==> src/rtl/round_robin_arbiter_pkg.sv <==
// Shared types and the round-robin selection function for the arbiter.
package arbiter_pkg;

    typedef enum logic {ARB_IDLE, ARB_OWNED} ArbState_t;

    // Widest requester vector rr_next accepts; callers zero-extend into it.
    localparam int ARB_MAX_SIZE = 64;

    // Index of the first set req scanning last+1, last+2, ... (mod size).
    // Scanning from the far end lets the nearest hit overwrite, so no early exit is needed.
    // Returns last when nothing is requesting.
    function automatic int rr_next(input int last, input logic [ARB_MAX_SIZE-1:0] req,
                                   input int size);
        int idx;
        rr_next = last;
        for (int off = size; off >= 1; off--) begin
            idx = last + off;
            if (idx >= size) idx = idx - size;
            if (req[idx]) rr_next = idx;
        end
    endfunction

endpackage

==> src/rtl/round_robin_arbiter_if.sv <==
// Requester-side bus of the round-robin arbiter: request lines in, grant/select/status out.
interface round_robin_arbiter_if #(
    parameter int SIZE = 2
);
    logic [SIZE-1:0]         req;
    logic [SIZE-1:0]         grant;
    logic [$clog2(SIZE)-1:0] select;
    logic                    busy;
    logic                    timeout;

    modport master (output req, input grant, input select, input busy, input timeout);
    modport slave  (input req, output grant, output select, output busy, output timeout);
endinterface

==> src/rtl/round_robin_arbiter_picker.sv <==
// Combinational rotated priority encoder: picks the next requester after last_i.
module rr_picker
    import arbiter_pkg::*;
#(
    parameter int SIZE  = 2,
    parameter int IDX_W = $clog2(SIZE)
) (
    input  logic [SIZE-1:0]  req_i,
    input  logic [IDX_W-1:0] last_i,
    output logic [IDX_W-1:0] winner_o,
    output logic             valid_o
);
    logic [ARB_MAX_SIZE-1:0] req_ext;

    assign req_ext  = ARB_MAX_SIZE'(req_i);
    assign winner_o = IDX_W'(rr_next(int'(last_i), req_ext, SIZE));
    assign valid_o  = |req_i;
endmodule

==> src/rtl/round_robin_arbiter.sv <==
// Round-robin arbiter: one owner at a time, held until it drops req.
// Optional hold-limit watchdog enabled by defining ARB_WATCHDOG_EN.
module round_robin_arbiter
    import arbiter_pkg::*;
#(
    parameter int SIZE     = 2,
    parameter int MAX_HOLD = 16
) (
    input logic                    clk,
    input logic                    reset,
    round_robin_arbiter_if.slave   bus
);
    localparam int IDX_W = $clog2(SIZE);

    if (SIZE < 2 || MAX_HOLD < 2) begin : g_param_chk
        $error("round_robin_arbiter: SIZE and MAX_HOLD must both be >= 2");
    end

    ArbState_t        state_q, state_d;
    logic [SIZE-1:0]  grant_q, grant_d;
    logic [IDX_W-1:0] select_q, select_d;
    logic [IDX_W-1:0] last_q, last_d;
    logic             timeout_q, timeout_d;
    logic [IDX_W-1:0] pick_idx;
    logic             pick_vld;
    logic             owner_req;

    rr_picker #(.SIZE(SIZE), .IDX_W(IDX_W)) u_picker (
        .req_i    (bus.req),
        .last_i   (last_q),
        .winner_o (pick_idx),
        .valid_o  (pick_vld)
    );

    // select always names the owner while in ARB_OWNED.
    assign owner_req = bus.req[select_q];

`ifdef ARB_WATCHDOG_EN
    localparam int HOLD_W = $clog2(MAX_HOLD);
    logic [HOLD_W-1:0] hold_q, hold_d;
    logic              hold_limit;
    // hold_q counts owned cycles already completed; the edge ending cycle MAX_HOLD is the limit.
    assign hold_limit = (hold_q == HOLD_W'(MAX_HOLD - 1));
`endif

    always_comb begin
        state_d   = state_q;
        grant_d   = grant_q;
        select_d  = select_q;
        last_d    = last_q;
        timeout_d = 1'b0;
`ifdef ARB_WATCHDOG_EN
        hold_d    = hold_q;
`endif
        case (state_q)
            ARB_IDLE: begin
                if (pick_vld) begin
                    grant_d           = '0;
                    grant_d[pick_idx] = 1'b1;
                    select_d          = pick_idx;
                    state_d           = ARB_OWNED;
`ifdef ARB_WATCHDOG_EN
                    hold_d            = '0;
`endif
                end
            end
            ARB_OWNED: begin
                if (!owner_req) begin
                    grant_d = '0;
                    last_d  = select_q;
                    state_d = ARB_IDLE;
`ifdef ARB_WATCHDOG_EN
                end else if (hold_limit) begin
                    grant_d   = '0;
                    last_d    = select_q;
                    state_d   = ARB_IDLE;
                    timeout_d = 1'b1;
                end else begin
                    hold_d = hold_q + 1'b1;
`endif
                end
            end
            default: state_d = ARB_IDLE;
        endcase
    end

    always_ff @(posedge clk or posedge reset) begin
        if (reset) begin
            state_q   <= ARB_IDLE;
            grant_q   <= '0;
            select_q  <= '0;
            last_q    <= IDX_W'(SIZE - 1);
            timeout_q <= 1'b0;
        end else begin
            state_q   <= state_d;
            grant_q   <= grant_d;
            select_q  <= select_d;
            last_q    <= last_d;
            timeout_q <= timeout_d;
        end
    end

`ifdef ARB_WATCHDOG_EN
    always_ff @(posedge clk or posedge reset) begin
        if (reset) hold_q <= '0;
        else       hold_q <= hold_d;
    end
`endif

    assign bus.grant   = grant_q;
    assign bus.select  = select_q;
    assign bus.busy    = |grant_q;
    assign bus.timeout = timeout_q;
endmodule

==> src/flat_wrapper.sv <==
// flat-port wrapper written by rule: the top's interface ports become plain ports
module round_robin_arbiter_flat import arbiter_pkg::*;
#(
    parameter int SIZE     = 2,
    parameter int MAX_HOLD = 16
)
  (clk, reset, bus_req, bus_grant, bus_select, bus_busy, bus_timeout);
  round_robin_arbiter_if #(.SIZE(SIZE)) bus_i ();
  input logic clk;
  input logic reset;
  input wire logic [$bits(bus_i.req)-1:0] bus_req;
  output wire logic [$bits(bus_i.grant)-1:0] bus_grant;
  output wire logic [$bits(bus_i.select)-1:0] bus_select;
  output wire logic [$bits(bus_i.busy)-1:0] bus_busy;
  output wire logic [$bits(bus_i.timeout)-1:0] bus_timeout;
  assign bus_i.req = bus_req;
  assign bus_grant = bus_i.grant;
  assign bus_select = bus_i.select;
  assign bus_busy = bus_i.busy;
  assign bus_timeout = bus_i.timeout;
  round_robin_arbiter #(.SIZE(SIZE), .MAX_HOLD(MAX_HOLD)) u_core (.clk(clk), .reset(reset), .bus(bus_i));
endmodule
==> config.mk <==
export PLATFORM = sky130hd
export DESIGN_NAME = round_robin_arbiter_flat
export DESIGN_NICKNAME = d
export VERILOG_FILES = /design/src/rtl/round_robin_arbiter_pkg.sv /design/src/rtl/round_robin_arbiter_if.sv /design/src/rtl/round_robin_arbiter_picker.sv /design/src/rtl/round_robin_arbiter.sv /design/src/flat_wrapper.sv
export SDC_FILE = /design/constraint.sdc
export NUM_CORES = 1
export LEC_CHECK = 0
export ABC_AREA = 1
export CORE_AREA = 5 5 42 44
export DETAILED_ROUTE_END_ITERATION = 6
export DIE_AREA = 0 0 47 49
export HOLD_SLACK_MARGIN = 0.02
export PLACE_DENSITY = 0.42
export SETUP_SLACK_MARGIN = 0.15
export SLEW_MARGIN = 20
export SYNTH_ARGS = -nofsm -noshare
export SYNTH_HDL_FRONTEND = slang
export SYNTH_SLANG_ARGS = --single-unit
==> constraint.sdc <==
create_clock -name clk -period 1 [get_ports clk]
set_input_delay 0.1 -clock clk [delete_from_list [all_inputs] [get_ports clk]]
set_output_delay 0.1 -clock clk [all_outputs]
set_load 0.02 [all_outputs]
==> summary.txt <==
Worst setup path
  • Kind of critical path: reg -> out
  • Worst EP arrival: just under 1 ns
  • Critical Path Source: u_core.bus.grant[0]$_DFFE_PP0P_
  • Reg2reg start: u_core.last_q$_DFFE_PP1P_
  • Required time of the critical path: 0.90 ns
  • CP Depth: 2
  • RR Endpoint: u_core.bus.select$_DFFE_PP0P_
  • Path depth of the worst reg2reg path: 5
  • Crit-path max FO: 2
  • Worst reg2reg setup slack: 0.02 ns
  • Worst path cell trace: or2_4, buf_6
  • Slowest-stage cell, CP: dfrtp_1
  • Critical Path Sink Type: output port
  • CP delay by family, top: flip-flops
  • CP Capture Point: bus_busy
  • Crit path buf inv count: 1
  • Worst path max stage delay: between 0.3 and 0.4 ns
  • Critical Path Start Type: flop

Routing
  • Post-Route WL: ~610 um
  • Iter 0 DRT Violations: 3
  • DRC: 0
  • Post-DRT Antenna Nets: 0
  • Vias per std cell: 4.00
  • First-pass DRT Iterations: 3
  • Drt wl/cell: about 9.7 um
  • Via Count: 252

Logic synthesis
  • Synth area leader: dfrtp_1
  • Seq/Total Area, Yosys: 50.8%
  • Top cells by area, synth: dfrtp_1 40%, nand2_1 14%, dfstp_2 11%
  • Post-Syn Area: between 200 and 250 um^2
  • Most instantiated library cell after synthesis: nand2_1
  • Synth top area share: 40.2%
  • Post-synth EDFFs: 0
  • Synth Flop Type: dfrtp_1
  • Syn nets: 36
  • Syn_area_per_cell: ~7.8 um^2
  • Syn. warnings: 0
  • Post-Synthesis Cells: 32
  • Ys async rst share: between 90% and 100%
  • Yosys cell types: 13
  • Top cells by count, synth: 9 x nand2_1, 4 x dfrtp_1, 4 x nand3_1
  • Seq cells post-synth: 5

Place
  • Placer congestion estimate: 0.682
  • Place WS: -0.225 ns
  • DP HPWL: roughly 440 um
  • IO buf count: 7

Layout
  • Final nets: 52
  • Layout cells sized above 1: between 60% and 70%
  • Ant. Diodes: 0
  • Area growth from synthesis to layout: 87.4%

Global route
  • Largest net degree at the start of global routing: 6
  • First-pass GRT wire length: slightly above 900 um
  • Grt met2 use: 8.37%
  • Initial antenna violation count: 0
  • Grt total ovfl: 0
  • M3 GR Usage: under 10%
  • Number of global-route vias before repair: ~230
  • GRT Total Usage: between 5 and 6%
  • GR Util met1: 6.25%
  • Global routing's busiest layer: met2

Outcome
  • Status: finished with violations
  • Failing checks: negative setup slack

Timing
  • Final Hold Fails: 0
  • Fmax: roughly 930 MHz
  • Min cycle time layout: around 1.1 ns
  • Sum Neg Setup Slack: -0.0745 ns
  • Worst Setup Slack, final: -0.0745 ns
  • Fin. max-slew vios: 0
  • Unrepaired setup endpoints after global routing: true
  • Part of the cycle the worst path needs: 107%
  • Clock Skew: 0.00415 ns
  • Final-report setup violation count: 1

Clocking
  • Clock-pin slew on the worst setup and hold paths: about 0.040 ns
  • CTS max path bufs: 2
  • TritonCTS clock tree: done
  • H-tree Lvls: 1
  • Clk root buf: clkbuf_4
  • Clk_lat worst skew: around 0.24 ns
  • Inserted Clock Buffers: 3
  • Clk sinks: 5

Power and ir drop
  • Power Density: approximately 3200 mW/mm^2
  • Max VDD drop: roughly 850 uV
  • LEAKAGE: between 0.2 and 0.25 nW

Floorplanning
  • Core ar.: about 0.0014 mm^2
  • Std cell rows: 14
  • Ports: 9
  • Die footprint: between 0.002 and 0.0025 mm^2
  • Die height: approximately 49 um
  • Starting Density: around 18%
  • Chip Width: ~47 um

Job
  • Maxcap violations: 0

Hold path
  • Hold Crit Class: in -> async
==> kinds of logic after synthesis <==
group / Yosys count / share of synthesized area [%]
AO/OA/AOI/OAI: 3 / 6.03
buffers and inverters: 5 / 9.04
flip-flops: 5 / 50.8
other: 1 / 1.51
AND/OR/NAND/NOR: 18 / 32.7
==> metrics by stage <==
step | hold slack (ns) | std cells | total power, mW | utilization, % | area (um^2)
2_1_floorplan | -0.122 | 32 | 0.720 | - | 253
3_3_place_gp | 0.325 | 57 | 1.02 | 25.5 | 358
3_5_place_dp | 0.331 | 57 | 1.02 | 25.5 | 358
4_1_cts | 0.0754 | 63 | 1.43 | 31.5 | 442
5_1_grt | 0.0796 | 63 | 1.59 | 33.3 | 467
6_report | 0.0612 | 63 | 1.49 | 33.3 | 467
==> layout make-up <==
cell class | instances | area, um^2
sequential | 5 | 129
timing repair buffer | 12 | 121
tap | 16 | 20.0
multi-input combinational | 22 | 153
inverter | 4 | 17.5
fill | 156 | 935
clock buffer | 4 | 26.3
==> cell usage in the layout, fill, tap and decap left out, drive strengths merged <==
cell type,instances
or2,1
dfstp,1
o21ai,3
nand2,9
conb,1
inv,4
clkbuf,4
buf,9
dlygate4sd2,2
dfrtp,4
nor2,3
clkdlybuf4s50,1
nand3,5
==> registers in the layout (all words and copies together), names as in the netlist <==
name and cells:
u_core.bus.grant 2, u_core.bus.select 1, u_core.last_q 1, u_core.state_q 1
==> worst min path at each step <==
stage	from	endpoint	slack [ns]	cells after the start
4_1_cts	reset	u_core.state_q$_DFF_PP0_	0.08	2
3_3_place_gp	reset	u_core.bus.grant[0]$_DFFE_PP0P_	0.33	2
6_report	reset	u_core.state_q$_DFF_PP0_	0.06	2
3_5_place_dp	reset	u_core.bus.grant[0]$_DFFE_PP0P_	0.33	2
2_1_floorplan	reset	u_core.bus.grant[0]$_DFFE_PP0P_	-0.12	1
5_1_grt	reset	u_core.state_q$_DFF_PP0_	0.08	2
==> repair_timing <==
action | 4_1_cts | 5_1_grt
hold endpoints to repair | 0 | 0
hold buffers | 0 | 0
buffers inserted | 2 | 0
pin swaps | 3 | 3
setup endpoints to repair | 8 | 9
resized for setup | 38 | 6
==> where the power goes <==
| part | leakage (nW) | internal (mW) | total (mW) | switching (mW) |
|---|---|---|---|---|
| clock | 0.0150 | 0.151 | 0.231 | 0.0807 |
| sequential | 0.0580 | 0.315 | 0.400 | 0.0851 |
| combinational | 0.160 | 0.442 | 0.859 | 0.416 |
| total | 0.233 | 0.908 | 1.49 | 0.582 |
==> routing by layer <==
metal	up-vias	share of wire [%]
met1	118	36
li1	128	-
met2	6	58
met5	-	0
met4	0	0
met3	0	5.7
Power figures use the tool's default switching activity.
